--- src/rtl/neo_stream_ctrl.sv ---
`default_nettype none
// ============================================================================
// Module      : neo_stream_ctrl
// Description : Streaming Teager-Kaiser energy operator.
//               psi[n] = x[n-1]^2 - x[n]*x[n-2], with the sample history kept
//               in an external single-port-style ring memory (locations
//               1..M-1; location 0 is a scratch target for idle cycles).
// Revision    : 1.0 - initial release
// ============================================================================
module neo_stream_ctrl #(
    parameter int N  = 16,
    parameter int M  = 32,
    localparam int AW = $clog2(M)
) (
    input  logic                  Clk,
    input  logic                  reset,
    input  logic                  in_valid,
    output logic                  in_ready,
    input  logic signed [N-1:0]   in_data,
    output logic                  out_valid,
    input  logic                  out_ready,
    output logic signed [2*N:0]   out_data,
    output logic [AW-1:0]         mem_waddr,
    output logic signed [N-1:0]   mem_wdata,
    output logic [AW-1:0]         mem_raddr,
    input  logic signed [N-1:0]   mem_rdata
);

    localparam logic [AW-1:0] c_RING_FIRST  = AW'(1);
    localparam logic [AW-1:0] c_RING_SECOND = AW'(2);
    localparam logic [AW-1:0] c_RING_LAST   = AW'(M - 1);
    localparam logic [AW-1:0] c_RING_PENULT = AW'(M - 2);
    localparam logic [AW-1:0] c_ADDR_ZERO   = '0;

    typedef enum logic [2:0] {
        S_IDLE = 3'd0,
        S_RD1  = 3'd1,
        S_RD2  = 3'd2,
        S_RD3  = 3'd3,
        S_CALC = 3'd4,
        S_OUT  = 3'd5
    } state_t;

    state_t                 r_state;
    logic [AW-1:0]          r_wptr;
    logic [1:0]             r_warm_cnt;
    logic signed [N-1:0]    r_x_cur;
    logic signed [N-1:0]    r_x_p1;
    logic signed [N-1:0]    r_x_p2;
    logic                   r_in_ready;
    logic                   r_out_valid;
    logic signed [2*N:0]    r_out_data;
    logic [AW-1:0]          r_mem_waddr;
    logic signed [N-1:0]    r_mem_wdata;
    logic [AW-1:0]          r_mem_raddr;

    logic [AW-1:0]          w_wptr_m1;
    logic [AW-1:0]          w_wptr_m2;
    logic [AW-1:0]          w_wptr_p1;
    logic signed [2*N-1:0]  w_sq;
    logic signed [2*N-1:0]  w_cross;
    logic signed [2*N:0]    w_psi;
    logic                   w_warm;

    // Ring neighbours: the ring skips location 0, so wrap lands on M-1 / 1.
    assign w_wptr_m1 = (r_wptr == c_RING_FIRST)  ? c_RING_LAST   : r_wptr - AW'(1);
    assign w_wptr_m2 = (r_wptr == c_RING_FIRST)  ? c_RING_PENULT :
                       (r_wptr == c_RING_SECOND) ? c_RING_LAST   : r_wptr - AW'(2);
    assign w_wptr_p1 = (r_wptr == c_RING_LAST)   ? c_RING_FIRST  : r_wptr + AW'(1);

    // Full-precision products, one extra bit for the difference.
    assign w_sq    = r_x_p1 * r_x_p1;
    assign w_cross = r_x_cur * r_x_p2;
    assign w_psi   = {w_sq[2*N-1], w_sq} - {w_cross[2*N-1], w_cross};

    // Two completed samples are needed before a third has both neighbours.
    assign w_warm  = (r_warm_cnt == 2'd2);

    assign in_ready  = r_in_ready;
    assign out_valid = r_out_valid;
    assign out_data  = r_out_data;
    assign mem_waddr = r_mem_waddr;
    assign mem_wdata = r_mem_wdata;
    assign mem_raddr = r_mem_raddr;

    // Sample sequencer: fetch two neighbours, write current sample, compute, hand off.
    always_ff @(posedge Clk or negedge reset) begin
        if (!reset) begin
            r_state     <= S_IDLE;
            r_wptr      <= c_RING_FIRST;
            r_warm_cnt  <= 2'd0;
            r_x_cur     <= '0;
            r_x_p1      <= '0;
            r_x_p2      <= '0;
            r_in_ready  <= 1'b1;
            r_out_valid <= 1'b0;
            r_out_data  <= '0;
            r_mem_waddr <= c_ADDR_ZERO;
            r_mem_wdata <= '0;
            r_mem_raddr <= c_ADDR_ZERO;
        end else begin
            case (r_state)
                S_IDLE: begin
                    if (in_valid) begin
                        r_x_cur     <= in_data;
                        r_mem_raddr <= w_wptr_m1;
                        r_in_ready  <= 1'b0;
                        r_state     <= S_RD1;
                    end
                end
                S_RD1: begin
                    r_mem_raddr <= w_wptr_m2;
                    r_state     <= S_RD2;
                end
                S_RD2: begin
                    r_x_p1  <= mem_rdata;
                    r_state <= S_RD3;
                end
                S_RD3: begin
                    // Read address stays at wptr-2, never equal to the write address.
                    r_x_p2      <= mem_rdata;
                    r_mem_waddr <= r_wptr;
                    r_mem_wdata <= r_x_cur;
                    r_state     <= S_CALC;
                end
                S_CALC: begin
                    r_mem_waddr <= c_ADDR_ZERO;
                    r_mem_wdata <= '0;
                    r_mem_raddr <= c_ADDR_ZERO;
                    r_wptr      <= w_wptr_p1;
                    if (!w_warm) begin
                        r_warm_cnt <= r_warm_cnt + 2'd1;
                    end
                    if (w_warm) begin
                        r_out_data  <= w_psi;
                        r_out_valid <= 1'b1;
                        r_state     <= S_OUT;
                    end else begin
                        r_in_ready  <= 1'b1;
                        r_state     <= S_IDLE;
                    end
                end
                S_OUT: begin
                    if (out_ready) begin
                        r_out_valid <= 1'b0;
                        r_in_ready  <= 1'b1;
                        r_state     <= S_IDLE;
                    end
                end
                default: begin
                    r_in_ready  <= 1'b1;
                    r_out_valid <= 1'b0;
                    r_mem_waddr <= c_ADDR_ZERO;
                    r_mem_wdata <= '0;
                    r_mem_raddr <= c_ADDR_ZERO;
                    r_state     <= S_IDLE;
                end
            endcase
        end
    end

endmodule
`default_nettype wire
--- config.mk ---
export PLATFORM = sky130hd
export DESIGN_NAME = neo_stream_ctrl
export DESIGN_NICKNAME = d
export VERILOG_FILES = /design/src/rtl/neo_stream_ctrl.sv
export SDC_FILE = /design/constraint.sdc
export NUM_CORES = 2
export LEC_CHECK = 0
export CORE_MARGIN = 2
export CORE_UTILIZATION = 64
export CTS_CLUSTER_DIAMETER = 100
export CTS_CLUSTER_SIZE = 8
export DETAILED_ROUTE_END_ITERATION = 7
export PLACE_DENSITY = 0.86
export SLEW_MARGIN = 5
export SYNTH_ARGS = -nofsm -noshare
export SYNTH_HDL_FRONTEND = slang
export SYNTH_SLANG_ARGS = --single-unit
--- constraint.sdc ---
create_clock -name Clk -period 9.3 [get_ports Clk]
set_input_delay 1.395 -clock Clk [delete_from_list [all_inputs] [get_ports Clk]]
set_output_delay 1.395 -clock Clk [all_outputs]
set_load 0.005 [all_outputs]
# ---- Word-level counts from Yosys, hierarchy flattened
# Index checks and enable logic that the tools add are counted.
dict set report op_classes {
  eq_ne 13
  add_sub_neg 5
  n_mux 19
  bitwise 4
  n_reduce_logical 12
  n_mul 2
}
# cell count
set ops {}
lappend ops {{$mul 16x16->32} 2}
lappend ops {{$sub 32x32->33} 1}
lappend ops {{$pmux 16 s2} 1}
lappend ops {{$mux 5} 5}
lappend ops {{$pmux 3 s6} 1}
lappend ops {{$pmux 5 s3} 1}
lappend ops {{$pmux 5 s2} 1}
lappend ops {{$reduce_and 2->1} 5}
lappend ops {{$mux 3} 3}
lappend ops {{$ne 2x2->1 const B} 4}
lappend ops {{$reduce_or 4->1} 2}
lappend ops {{$eq 3x2->1 const B} 2}
lappend ops {{$eq 3x3->1 const B} 2}
lappend ops {{$reduce_or 3->1} 2}
lappend ops {{$add 5x1->5 const B} 1}
lappend ops {{$eq 5x1->1 const B} 1}
lappend ops {{$eq 5x2->1 const B} 1}
lappend ops {{$eq 5x5->1 const B} 1}
lappend ops {{$mux 1} 5}
lappend ops {{$sub 5x1->5 const B} 1}
lappend ops {{$sub 5x2->5 const B} 1}
lappend ops {{$not 1->1} 4}
lappend ops {{$pmux 1 s4} 1}
lappend ops {{$reduce_and 4->1} 1}
lappend ops {{other kinds (6)} 6}
dict set report totals {
  word_cells 67
  out_inout_bits 61
  in_bits 36
  ff_bits 119
}

# ---- Longest topological paths before layout
dict set report depth {
  depth_word 4
  mapped_depth 27
  mapped_depth_nobuf 25
}

# ---- Worst setup path before layout
# OpenSTA, ideal clock, no wires.
dict set report synth_timing {
  kind {flip-flop to flip-flop}
  startpoint {register r_x_p1[15]}
  endpoint {register r_out_data[32], in the netlist out_data[32]}
  period_less_slack_ns 7.479
  setup_time_ns 0.082
  path_stages_with_launch 26
  slack_ns 1.821
  arrival_ns 7.397
  path_buffers 1
  required_ns 9.218
  path_cell_list {dfrtp_1 > clkinv_1 > clkbuf_1 > nor2_1 > fa_1 > inv_1 > fa_1 > inv_1 > fa_1 > inv_1 > fa_1 > inv_1 > fa_1 > fa_1 > fa_1 > inv_1 > fa_1 > inv_1 > ha_1 > a21oi_1 > a21boi_0 > a311o_1 > nor3_2 > a2111oi_1 > or4_1 > a31oi_1}
}
dict set report synth_between {
  elab_chain_len 2
}
# element line_no
set synth_rtl {}
lappend synth_rtl {{start, declared} 48} ;# logic signed [N-1:0] r_x_p1;
lappend synth_rtl {{start signal, assigned} 116} ;# r_x_p1 <= mem_rdata;
lappend synth_rtl {{$mul 16x16->32} 72} ;# assign w_sq = r_x_p1 * r_x_p1;
lappend synth_rtl {{$sub 32x32->33} 74} ;# assign w_psi = {w_sq[2*N-1], w_sq} - {w_cross[2*N-1], w_cross};
lappend synth_rtl {{end signal, assigned} 135} ;# r_out_data <= w_psi;
lappend synth_rtl {{end, declared} 52} ;# logic signed [2*N:0] r_out_data;
# Every way passes these cells.
# A chain may end at the register's enable or synchronous reset.

# ---- Worst setup path in the final report
# Same ends and word-level chain as after synthesis.

==> run summary <==
share of layout cells above drive strength 1 -> 4.56%
ys flop type -> dfrtp_1
Skew-Pair Late Insertion Delay -> 0.46 ns
Layout Nets -> 3280
GRT Residual Overflow -> 0
H-tree depth -> 4
Synth Cell Area -> 24100 um^2
Worst path slowest cell -> fa_1
FF-to-FF path depth -> 25
WP buf/inv -> 8
final WL -> 58100 um
initial core utilization -> 64.5%
largest net degree at the start of global routing -> 71
worst-margin pin slew -> 0.973 ns
CP Capture Type -> register
crit start category -> register
die area -> 39300 um^2
Post-DRT Antenna Nets -> 0
syn_area_per_cell -> 9.81 um^2
Worst EP arrival -> 8.67 ns
Max clock buf depth -> 2
Synthesis Warnings -> 0
first-pass GRT wire length -> 96200 um
final hold vios -> 0
async set-or-reset flop fraction in the synthesized netlist -> 100%
DR vias -> 16900
final setup violating endpoints -> 0
Worst EP required -> 9.68 ns
# clock sinks -> 119
fillers -> 2626
Hold Path Class -> register to register
Post-CTS Hold Buffers -> 0
Mapped Cells -> 2460
status -> finished, final reports clean
Final Max Slew Viols -> 0
row count -> 71
final worst path period share -> 89.1%
port bufs -> 96
CTS tree -> built
fmax -> 121 MHz
register area share after synthesis -> 12.3%
CTS Buf Count -> 17
P&R area growth vs syn -> 8.19%
Mapped Nets -> 3232
Period minus WS final -> 8.29 ns
Resized Gates After CTS -> 0
vias in the first global route -> 19300
DR DRC count -> 0
routability congestion estimate -> 0.943
critical path type -> register to register
DIE WIDTH -> 198 um
Avg WL per Cell -> 19.2 um
ANT cells -> 0
Crit Path Max Fanout -> 19
CP delay by family, top -> adder cells
max incr delay on CP -> 0.78 ns
Post-CTS Setup Bufs -> 0
flop-to-flop setup slack -> 1.01 ns
number of flops mapped to enable cells by yosys -> 0
Worst path depth -> 25
hold path cells -> 2
Distinct cells, synth -> 64
root buffer cell -> clkbuf_16
Via density -> 5.58
GRT Total Usage -> 32.4%
FF+latch count, synth -> 119
DR pass1 iterations -> 7
Crit path top cell by count -> fa_1
core area -> 37400 um^2
clk slew on worst S/H paths -> 0.06 ns
Clock Skews -> 0.0122 ns
# IOs -> 97
antenna violations before repair -> 0
Sum Neg Setup Slack -> 0 ns
Max Cap Viol -> 0
post-detail-place hpwl -> 47500 um
RSZ-0062 raised after global routing -> false
DR iter-0 viols -> 1090
die height -> 198 um
Worst slew margin -> 34.6%
[routing by layer]
layer | global-route usage [%] | part of all wire [%] | wire length, um | vias to the layer above
met1 | 37.5 | 34 | 19900 | 8602
met2 | 55.7 | 52 | 30000 | 738
met3 | 5.25 | 6.2 | 3610 | 294
met5 | 0 | 0 | 0 | -
li1 | - | - | - | 7271
met4 | 22.2 | 7.8 | 4540 | 0
[cell type report]
type / instances / area [um^2] / share of cell area, %
flip-flops and latches: 119 / 2980 / 11.4
multi-input cells: 1559 / 18200 / 69.8
clock inverters: 12 / 118 / 0.450
clock buffers: 20 / 457 / 1.75
well taps: 511 / 639 / 2.45
repair buffers: 110 / 1060 / 4.07
inverters: 701 / 2630 / 10.1
[registers in the layout, summed over array words and instances, names as in the netlist, 2 cells and up]
| register | count |
|---|---|
| mem_raddr | 5 |
| r_warm_cnt | 2 |
| out_data | 33 |
| mem_waddr | 5 |
| mem_wdata | 16 |
| r_state | 3 |
| r_wptr | 5 |
| r_x_p2 | 16 |
| r_x_p1 | 16 |
| r_x_cur | 16 |
[final timing paths]
kind	startpoint	end
max reg2reg	r_x_p1[15]$_DFFE_PN0P_	out_data[32]$_DFFE_PN0P_
max	r_x_p1[15]$_DFFE_PN0P_	out_data[32]$_DFFE_PN0P_
min reg2reg	out_data[18]$_DFFE_PN0P_	out_data[18]$_DFFE_PN0P_
min in group asynchronous	reset	r_x_p1[1]$_DFFE_PN0P_
min	out_data[18]$_DFFE_PN0P_	out_data[18]$_DFFE_PN0P_
max in group asynchronous	reset	r_x_cur[5]$_DFFE_PN0P_
[placed cells by master, fill, tap and decap left out, types with 4 or more instances in the layout]
cell / n
a211oi_1: 6
a21oi_1: 40
a22o_1: 21
a31oi_1: 5
and2_1: 159
and3_1: 4
buf_4: 15
clkbuf_16: 17
clkdlybuf4s50_1: 95
clkinvlp_4: 4
dfrtp_1: 117
fa_1: 558
ha_1: 178
inv_1: 700
mux2_2: 45
nand2_1: 266
nand2b_1: 11
nand3_1: 10
nor2_1: 51
nor2b_1: 18
nor3_1: 7
nor3b_1: 4
o21ai_0: 38
o21ai_1: 17
o31ai_1: 7
or2_2: 6
xnor2_1: 42
xor2_1: 11
[kinds of logic after synthesis]
family	Yosys count	synth area share (%)
DFF	119	12.3
and+or+nand+nor	553	11.1
buffers and inverters	782	12.2
xor gates and xnor gates	53	1.92
muxes	48	2.22
AOI/OAI and AO/OA	169	4.70
adders and majority gates	736	55.5
[through the flow]
step                instances  area (um^2)  util [%]  hold slack, ns  worst slack [ns]
global placement         3000        25500      68.3           0.463              1.43
floorplan                2460        24100         -           0.470              1.82
CTS                      3032        26100      69.8           0.485              1.04
detailed placement       3000        25500      68.3           0.470              1.14
global route             3032        26100      69.8           0.516             0.575
finish                   3032        26100      69.8           0.482              1.01
[cell usage after synthesis, types with 2 or more instances]
| cell type | count | area share (%) |
|---|---|---|
| xnor2_1 | 42 | 1.5 |
| o21a_1 | 3 | 0.093 |
| a21o_1 | 3 | 0.093 |
| o21bai_1 | 3 | 0.093 |
| or2_2 | 6 | 0.16 |
| fa_1 | 558 | 46 |
| o21ai_0 | 38 | 0.79 |
| mux2i_1 | 3 | 0.12 |
| mux2_2 | 45 | 2.1 |
| or4_1 | 3 | 0.093 |
| nor3_1 | 7 | 0.15 |
| a22o_1 | 21 | 0.76 |
| nor3b_1 | 5 | 0.16 |
| nand2_1 | 266 | 4.1 |
| nor2b_1 | 18 | 0.47 |
| xor2_1 | 11 | 0.40 |
| a221oi_1 | 2 | 0.073 |
| inv_1 | 700 | 11 |
| a211oi_2 | 3 | 0.16 |
| nor3_2 | 3 | 0.12 |
| o22a_1 | 2 | 0.073 |
| o21ai_1 | 17 | 0.35 |
| and3_1 | 4 | 0.10 |
| clkbuf_1 | 78 | 1.2 |
| o31ai_1 | 7 | 0.22 |
| dfstp_2 | 2 | 0.22 |
| nand2b_1 | 11 | 0.29 |
| buf_2 | 2 | 0.041 |
| nand4_1 | 2 | 0.052 |
| dfrtp_1 | 117 | 12 |
| nand3_1 | 11 | 0.23 |
| and2_1 | 159 | 4.1 |
| o211ai_1 | 2 | 0.062 |
| a211oi_1 | 6 | 0.19 |
| ha_1 | 178 | 9.2 |
| nor2_1 | 51 | 0.79 |
| a21oi_1 | 40 | 0.83 |
| a31oi_1 | 5 | 0.13 |
[worst register-to-register path, delay by kind of cell (launching register included)]
family                     cells  cell delay (ns)
buffers and inverters          8             1.05
and+or+nand+nor                3             0.79
adders and majority gates      9             4.72
DFF                            1             0.57
AOI/OAI and AO/OA              5             1.07
Power is not shown: default switching activity piles up to over one toggle a cycle in this logic, so the estimate is an artifact.
